`config.mk`:
```
export PLATFORM = sky130hd
export DESIGN_NAME = alu_ctrl_stage
export DESIGN_NICKNAME = d
export VERILOG_FILES = /design/src/rtl/alu_ctrl_stage.sv
export SDC_FILE = /design/constraint.sdc
export NUM_CORES = 1
export LEC_CHECK = 0
export CAP_MARGIN = 20
export CORE_AREA = 2 2 39 41
export CTS_BUF_LIST = sky130_fd_sc_hd__clkbuf_4
export CTS_CLUSTER_SIZE = 20
export DETAILED_ROUTE_END_ITERATION = 6
export DIE_AREA = 0 0 41 43
export GPL_TIMING_DRIVEN = 0
export PLACE_DENSITY = 0.69
export RECOVER_POWER = 50
export SLEW_MARGIN = 5
export SYNTH_ARGS = -nofsm -noshare
export SYNTH_HDL_FRONTEND = slang
export SYNTH_SLANG_ARGS = --single-unit
```
`constraint.sdc`:
```
create_clock -name clk -period 1.05 [get_ports clk]
set_clock_uncertainty 0.05 [all_clocks]
set_input_delay 0.1575 -clock clk [delete_from_list [all_inputs] [get_ports clk]]
set_output_delay 0.1575 -clock clk [all_outputs]
set_load 0.03 [all_outputs]
```
`src/rtl/alu_ctrl_stage.sv`:
```
// alu_ctrl_stage
//   Producer side of the 4-bit ALU Control bus. Decodes ALUOp/funct/opcode
//   from the ID stage into a 4-bit ALU Control code. Registers the result as
//   the ID/EX pipeline register, with valid/stall/flush handling and an
//   illegal-encoding flag.
//
// Optional feature macro: ALU_CTRL_ILLEGAL_CNT_EN
//   When defined, adds the illegal_cnt output. This is a saturating count of
//   the illegal ops loaded into EX. When undefined, the port and its logic
//   are absent.
//
// Parameters
//   CNT_W        width of illegal_cnt (used only with the macro defined)
//   ILLEGAL_CTRL Control value emitted for illegal encodings
//
// Ports
//   clk          rising-edge clock
//   reset        synchronous, active-high reset
//   id_valid     ID holds a valid instruction this cycle
//   id_aluop     00 add, 01 sub, 10 R-type via funct, 11 I-type via opcode
//   id_funct     instr[5:0]
//   id_opcode    instr[31:26]
//   stall        hold EX register contents
//   flush        squash EX register (insert bubble), overrides stall
//   ex_valid     EX register holds a valid op
//   ex_control   Control to the ALU
//   ex_illegal   the op in EX had an illegal encoding
//   illegal_cnt  illegal ops accepted (macro builds only)

module alu_ctrl_stage #(
  parameter int         CNT_W        = 8,
  parameter logic [3:0] ILLEGAL_CTRL = 4'b0010
) (
  input  logic             clk,
  input  logic             reset,
  input  logic             id_valid,
  input  logic [1:0]       id_aluop,
  input  logic [5:0]       id_funct,
  input  logic [5:0]       id_opcode,
  input  logic             stall,
  input  logic             flush,
  output logic             ex_valid,
  output logic [3:0]       ex_control,
  output logic             ex_illegal
`ifdef ALU_CTRL_ILLEGAL_CNT_EN
  ,
  output logic [CNT_W-1:0] illegal_cnt
`endif
);

  localparam logic [3:0] CTRL_ADD = 4'b0010;
  localparam logic [3:0] CTRL_SUB = 4'b0110;
  localparam logic [3:0] CTRL_AND = 4'b0000;
  localparam logic [3:0] CTRL_OR  = 4'b0001;
  localparam logic [3:0] CTRL_SLT = 4'b0111;

  // Returns {illegal, control}. Only the funct/opcode lookups can be illegal.
  function automatic logic [4:0] decode_ctrl(
    input logic [1:0] aluop,
    input logic [5:0] funct,
    input logic [5:0] opcode
  );
    logic [4:0] res;
    res = {1'b1, ILLEGAL_CTRL};
    case (aluop)
      2'b00: res = {1'b0, CTRL_ADD};
      2'b01: res = {1'b0, CTRL_SUB};
      2'b10: begin
        case (funct)
          6'b100000: res = {1'b0, CTRL_ADD};
          6'b100010: res = {1'b0, CTRL_SUB};
          6'b100100: res = {1'b0, CTRL_AND};
          6'b100101: res = {1'b0, CTRL_OR};
          6'b101010: res = {1'b0, CTRL_SLT};
          default:   res = {1'b1, ILLEGAL_CTRL};
        endcase
      end
      2'b11: begin
        case (opcode)
          6'b001000: res = {1'b0, CTRL_ADD};
          6'b001100: res = {1'b0, CTRL_AND};
          6'b001101: res = {1'b0, CTRL_OR};
          6'b001010: res = {1'b0, CTRL_SLT};
          default:   res = {1'b1, ILLEGAL_CTRL};
        endcase
      end
      default: res = {1'b1, ILLEGAL_CTRL};
    endcase
    return res;
  endfunction

  logic [3:0] decoded_ctrl_s;
  logic       decoded_illegal_s;
  logic       load_s;

  // Combinational decode of the ID inputs and the register load enable.
  always_comb begin
    {decoded_illegal_s, decoded_ctrl_s} = decode_ctrl(id_aluop, id_funct, id_opcode);
    load_s = ~flush & ~stall;
  end

  // ID/EX register: reset, then flush, then stall, then load.
  always_ff @(posedge clk) begin
    if (reset) begin
      ex_valid   <= 1'b0;
      ex_control <= 4'b0000;
      ex_illegal <= 1'b0;
    end else if (flush) begin
      ex_valid   <= 1'b0;
      ex_control <= 4'b0000;
      ex_illegal <= 1'b0;
    end else if (stall) begin
      ex_valid   <= ex_valid;
      ex_control <= ex_control;
      ex_illegal <= ex_illegal;
    end else begin
      // Control loads even for bubbles; only valid and illegal are qualified.
      ex_valid   <= id_valid;
      ex_control <= decoded_ctrl_s;
      ex_illegal <= decoded_illegal_s & id_valid;
    end
  end

`ifdef ALU_CTRL_ILLEGAL_CNT_EN
  // Saturating count of illegal ops actually loaded into EX.
  always_ff @(posedge clk) begin
    if (reset) begin
      illegal_cnt <= {CNT_W{1'b0}};
    end else if (load_s && id_valid && decoded_illegal_s && !(&illegal_cnt)) begin
      illegal_cnt <= illegal_cnt + {{(CNT_W-1){1'b0}}, 1'b1};
    end else begin
      illegal_cnt <= illegal_cnt;
    end
  end
`endif

endmodule
```
==> flow_summary.yaml, run 1 <==
clocking:
  cts_tree: "built"
  ctsRootBufferMaster: "clkbuf_4"
  clock-sinks: 5
  htree_levels: 1
  clk_path_buf_depth: 2
  path_clk_slew_ns: 0.04
  cts_buffers: 3
  cts_hold_buf: 0
  clkLatencyLatePin_ns: 0.23
worst_setup_path:
  cp.buffers_inverters: 1
  path_max_fanout: 5
  crit_cells: 4
  cp-start-kind: "input pin"
  max_stage_delay_ns: 0.36
  worst_path_max_delay_cell: "a2111oi_2"
  worstSetupEndpointType: "flop"
  worstPathCellList: "clkdlybuf4s15_1, nor3b_2, a2111oi_2, a32o_1"
  rr_worst_depth: 1
  crit_arrival_ns: 1.13
  timing_worst_setup_path_type: "input pin to flop"
  crit_family: "compound AO/OA/AOI/OAI gates"
  required_ns: 1.18
cells_and_area:
  drive_above_1_share_pct: 35.8
  fin_util_pct: 46.3
  fillerInstances: 145
  fin_area_sq_um: 641
  register_area_sq_um: 100
  multi_input_area_sq_um: 295
  fin_nets: 87
  synthToLayoutAreaGrowth_pct: 79.6
  antenna_cells: 0
floorplanning:
  die_area_sq_um: 1760
  io_pins: 25
  initial_utilization_pct: 25.8
  fp-row-count: 14
  die_width_microns: 41
  die_h_microns: 43
  coreArea_sq_um: 1380
routing:
  wirelength_microns: 993
  wl_per_cell_microns: 12.0
  drtPass1Iterations: 1
  routed_via_density: 4.96
  via_count: 412
  drtAntennaViolNets: 0
  drtIter0Drc: 0
  drc: 0
synthesis:
  synth-async-reset-ratio_pct: 0
  syn-cell-area_sq_um: 357
  ys_top_cells_by_area: "dfxtp_1, mux2i_1, nor4bb_1"
  synth-seq-area-share_pct: 28.1
  yosys.area.top_type: "dfxtp_1"
  synth_ff_type: "dfxtp_1"
  ys_ff_latch: 5
  synth_top_area_share_pct: 28.1
  synth_edf_count: 0
  syn_nets: 58
  netlist_instances: 39
  synth.distinct_cells: 25
  ys.warnings.count: 0
  avgSynthCellArea_sq_um: 9.14
min_path:
  worstHoldPathCells: 2
  hold_path.class: "input pin to flop"
grt:
  busiest_layer: "met2"
  grt_max_degree: 8
  antenna_found_initial: 0
  grt_pass1_wl_mm: 1.57
  met1_usage_pct: 13.7
  grt.overflow.total: 0
  gr-usage-all-layers_pct: 13.1
  grt_pass1_vias: 413
  use_met3_pct: 3.14
  grtUsageMet2_pct: 21.9
timing:
  drv_slew: 0
  fin_crit_ns: 0.999
  fin_crit_sh_pct: 95.2
  hold_violations: 0
  setup_violations: 0
  rsz0062_at_grt: "false"
  max_freq_mhz: 1000
pwr:
  peakVddDrop_mv: 0.512
  powerDensity_nw_per_um2: 930
  p_leak_uw: 0.000283
run_status:
  status: "completed"
place:
  dp_hpwl_microns: 772
  io_buffers: 23
  dpl_cell_area_sq_um: 607
  gp_congestion: 0.765
run:
  cap_violations: 0
-- timing repair --
| item | in CTS | in global routing |
|---|---|---|
| gates resized for setup | 64 | 4 |
| pin swaps | 10 | 5 |
| setup endpoints to repair | 9 | 4 |
| buffers inserted | 1 | 0 |
-- stage by stage --
stage                     hold slack (ns)  setup WS (ns)  TNS (ns)  std cells  power, uW
after floorplan                     0.184        -0.0106   -0.0106         39        264
after global placement              0.446         -0.692     -3.13         78        366
final                              0.0985         0.0509         0         83        596
after CTS                          0.0864        0.00340         0         83        607
after detailed placement            0.458         -0.700     -3.12         78        368
after global routing               0.0950        0.00283         0         83        637
-- routing by layer --
metal  vias up  part of all wire [%]
li1        214                     -
met1       183                    38
met2        15                    53
met3         0                   8.7
met4         0                     0
met5         -                     0
-- cells by family (layout without fill, tap and decap cells) --
family / after synthesis / after routing / share of synthesized area, %
AO/OA/AOI/OAI: 11 / 11 / 23.5
buffers and inverters: 3 / 31 / 4.21
flip-flops: 5 / 5 / 28.1
multiplexers: 3 / 3 / 8.42
other: 1 / 1 / 1.05
AND/OR/NAND/NOR: 16 / 16 / 34.7
-- state kept, by name (all words and copies together) (netlist names) --
signal	count
ex_control	3
ex_illegal	1
ex_valid	1
-- power breakdown --
part	switching, uW	leakage [uW]	internal [uW]
Clock	71.6	0.0000184	169
Sequential	3.01	0.0000408	197
Combinational	76.9	0.000224	78.2
Total	151	0.000283	445
-- path summary, 6_finish.rpt --
kind | startpoint | end | slack, ns
worst max register to register | ex_illegal$_SDFFE_PP0N_ | ex_illegal$_SDFFE_PP0N_ | 0.34
worst min register to register | ex_control[1]$_SDFFE_PP0N_ | ex_control[1]$_SDFFE_PP0N_ | 0.46
worst max-delay path | id_funct[2] | ex_control[1]$_SDFFE_PP0N_ | 0.05
worst min-delay path | flush | ex_valid$_SDFFE_PP0N_ | 0.1
-- cells in the final DEF (no fill, tap or decap), types with 2 or more instances in the layout --
| cell | count |
|---|---|
| a32o_1 | 2 |
| buf_2 | 4 |
| buf_4 | 3 |
| clkbuf_2 | 4 |
| clkbuf_4 | 4 |
| clkdlybuf4s15_1 | 2 |
| dfxtp_1 | 5 |
| dlygate4sd2_1 | 12 |
| inv_1 | 2 |
| mux2i_1 | 3 |
| nor3b_1 | 2 |
| o21ai_0 | 2 |
-- Yosys cell counts (2+ instances only) --
master	instances
a32o_1	2
dfxtp_1	5
inv_1	2
mux2i_1	3
nor3b_1	4
nor4bb_1	3
o21ai_0	2
-- area by class of cell --
type	count	share of cell area, %
plain buffers	1	1.17
clock buffers	4	4.69
inverters	2	1.17
multi-input cells	31	46.1
flip-flops and latches	5	15.6
well taps	16	3.13
repair buffers	24	28.1
Power figures use the tool's default switching activity.
==> inputs of run 2 (changes only) <==
Settings changed: ABC_CLOCK_PERIOD_IN_PS set to 1050, PLACE_DENSITY 0.69 to 0.67, SETUP_SLACK_MARGIN set to 0.4.
==> flow_summary.yaml, run 2 (synthesized netlist as in run 1, its figures left out) <==
cells_and_area:
  antenna_cells: 0
  fin_area_sq_um: 693
  fillerInstances: 130
  mostFrequentLayoutCells: "buf_6, buf_2, clkbuf_4, dfxtp_2"
  final_common_cell: "buf_6"
  stdcell_count: 84
  regMostFlops: "ex_control"
  reg.largest.list: "ex_control: 3 flops, ex_illegal: 1 flops, ex_valid: 1 flops"
  drive_above_1_share_pct: 63.2
  fin_nets: 88
  synthToLayoutAreaGrowth_pct: 94.4
  largest_reg_flops: 3
worst_setup_path:
  r2r_setup_slack_ns: 0.31
  worst_path_max_delay_cell: "dfxtp_2"
  cp-start-kind: "flop"
  max_stage_delay_ns: 0.31
  worstPathCellList: "clkbuf_2"
  crit_arrival_ns: 0.75
  timing_worst_setup_path_type: "flop to output pin"
  crit_family: "flip-flops"
  rr_worst_depth: 2
  crit_cells: 1
  worstSetupEndpointType: "output pin"
  path_max_fanout: 2
  required_ns: 0.84
  cp.buffers_inverters: 1
grt:
  grt_pass1_wl_mm: 1.72
  antenna_found_initial: 0
  gr-usage-all-layers_pct: 14.7
  grt_max_degree: 8
  grt_pass1_vias: 433
  grt.overflow.total: 0
pwr:
  p_leak_uw: 0.000286
  pwr-share-clk_pct: 40.0
  powerDensity_nw_per_um2: 917
  switching_share_pct: 25.9
  power_frac_seq_pct: 31.9
  p_comb_share_pct: 28.1
  p_switching_uw: 165
  power.internal_uw: 471
  peakVddDrop_mv: 0.576
routing:
  wirelength_mm: 1.06
  drtAntennaViolNets: 0
  wl_per_cell_microns: 12.6
  drtIter0Drc: 4
  via_count: 442
  routed_via_density: 5.26
  drtPass1Iterations: 4
  drc: 0
clocking:
  cts_buffers: 3
  ctsRootBufferMaster: "clkbuf_4"
  cts_hold_buf: 0
  path_clk_slew_ns: 0.04
  htree_levels: 1
  clkLatencyLatePin_ns: 0.24
  clock-sinks: 5
  cts_tree: "built"
  clk_path_buf_depth: 2
run:
  cap_violations: 0
floorplanning:
  fp-row-count: 14
  die_area_sq_um: 1760
  initial_utilization_pct: 25.8
  die_h_microns: 43
  coreArea_sq_um: 1380
  io_pins: 25
  die_width_microns: 41
min_path:
  worstHoldPathCells: 2
  hold_path.class: "input pin to flop"
timing:
  drv_slew: 0
  hold_violations: 0
  setup_violations: 0
  rsz0062_at_grt: "true"
  hold_slack_ns: 0.0402
  timing.setup.tns_ns: 0
  fin_crit_sh_pct: 91.4
  max_freq_mhz: 1040
  fin_crit_ns: 0.959
place:
  dp.cells: 78
  gp_congestion: 0.719
  dpl_cell_area_sq_um: 629
  dp_hpwl_microns: 830
  io_buffers: 23
run_status:
  status: "completed"
## run 2: cell count changes in the layout (fill, tap and decap cells not counted), moves of 2 or more
cell / previous run / this run
buf_2: 4 / 6
buf_6: 0 / 10
buf_8: 0 / 2
clkbuf_2: 4 / 1
clkdlybuf4s15_1: 2 / 0
clkdlybuf4s15_2: 0 / 3
dfxtp_1: 5 / 1
dfxtp_2: 0 / 4
dlygate4sd2_1: 12 / 0
## run 2: metrics by stage
stage                     setup slack, ns  power, uW  utilization, %
after floorplan                   -0.0106        267               -
after global placement             -0.627        372            45.5
after detailed placement           -0.628        374            45.5
after CTS                          0.0675        651            51.4
after global routing               0.0539        683            50.1
final                              0.0908        635            50.1
## run 2: worst register-to-register path, stage by stage (launching register included)
cell and delay, ns:
dfxtp_2 0.32, o21ai_0 0.20, a21oi_2 0.05
## run 2: timing repair
action,in CTS,in global routing
endpoints found under the setup margin,10,10
gates resized for setup,121,5
setup buffers,2,0
pin swaps,17,11
## run 2: final cells by class
cell class | instances | area (sq um) | area share [%]
Buffer | 1 | 7.51 | 1.08
Timing Repair Buffer | 25 | 236 | 34.1
Sequential cell | 5 | 105 | 15.2
Inverter | 2 | 7.51 | 1.08
Tap cell | 16 | 20.0 | 2.89
Multi-Input combinational cell | 31 | 287 | 41.3
Clock buffer | 4 | 30.0 | 4.33
## run 2: final timing paths
check	to	startpoint
setup reg to reg	ex_control[2]$_SDFFE_PP0N_	ex_control[2]$_SDFFE_PP0N_
setup / recovery	ex_control[0]	ex_control[0]$_SDFFE_PP0N_
hold reg to reg	ex_control[1]$_SDFFE_PP0N_	ex_control[1]$_SDFFE_PP0N_
hold / removal	ex_valid$_SDFFE_PP0N_	flush
## run 2: layer usage
layer,vias to the layer above,share of wire [%],global-route usage [%]
met5,-,0,0
met3,3,8.0,3.14
met1,203,37,16.1
met2,22,52,23.4
met4,0,2.7,10.0
li1,214,-,-
## run 2: power groups by stage
stage,Sequential [uW],Combinational (uW),Clock [uW]
after floorplan,216,51.1,0
after global placement,203,169,0
after detailed placement,203,171,0
after CTS,201,185,266
after global routing,203,193,287
final,203,179,254
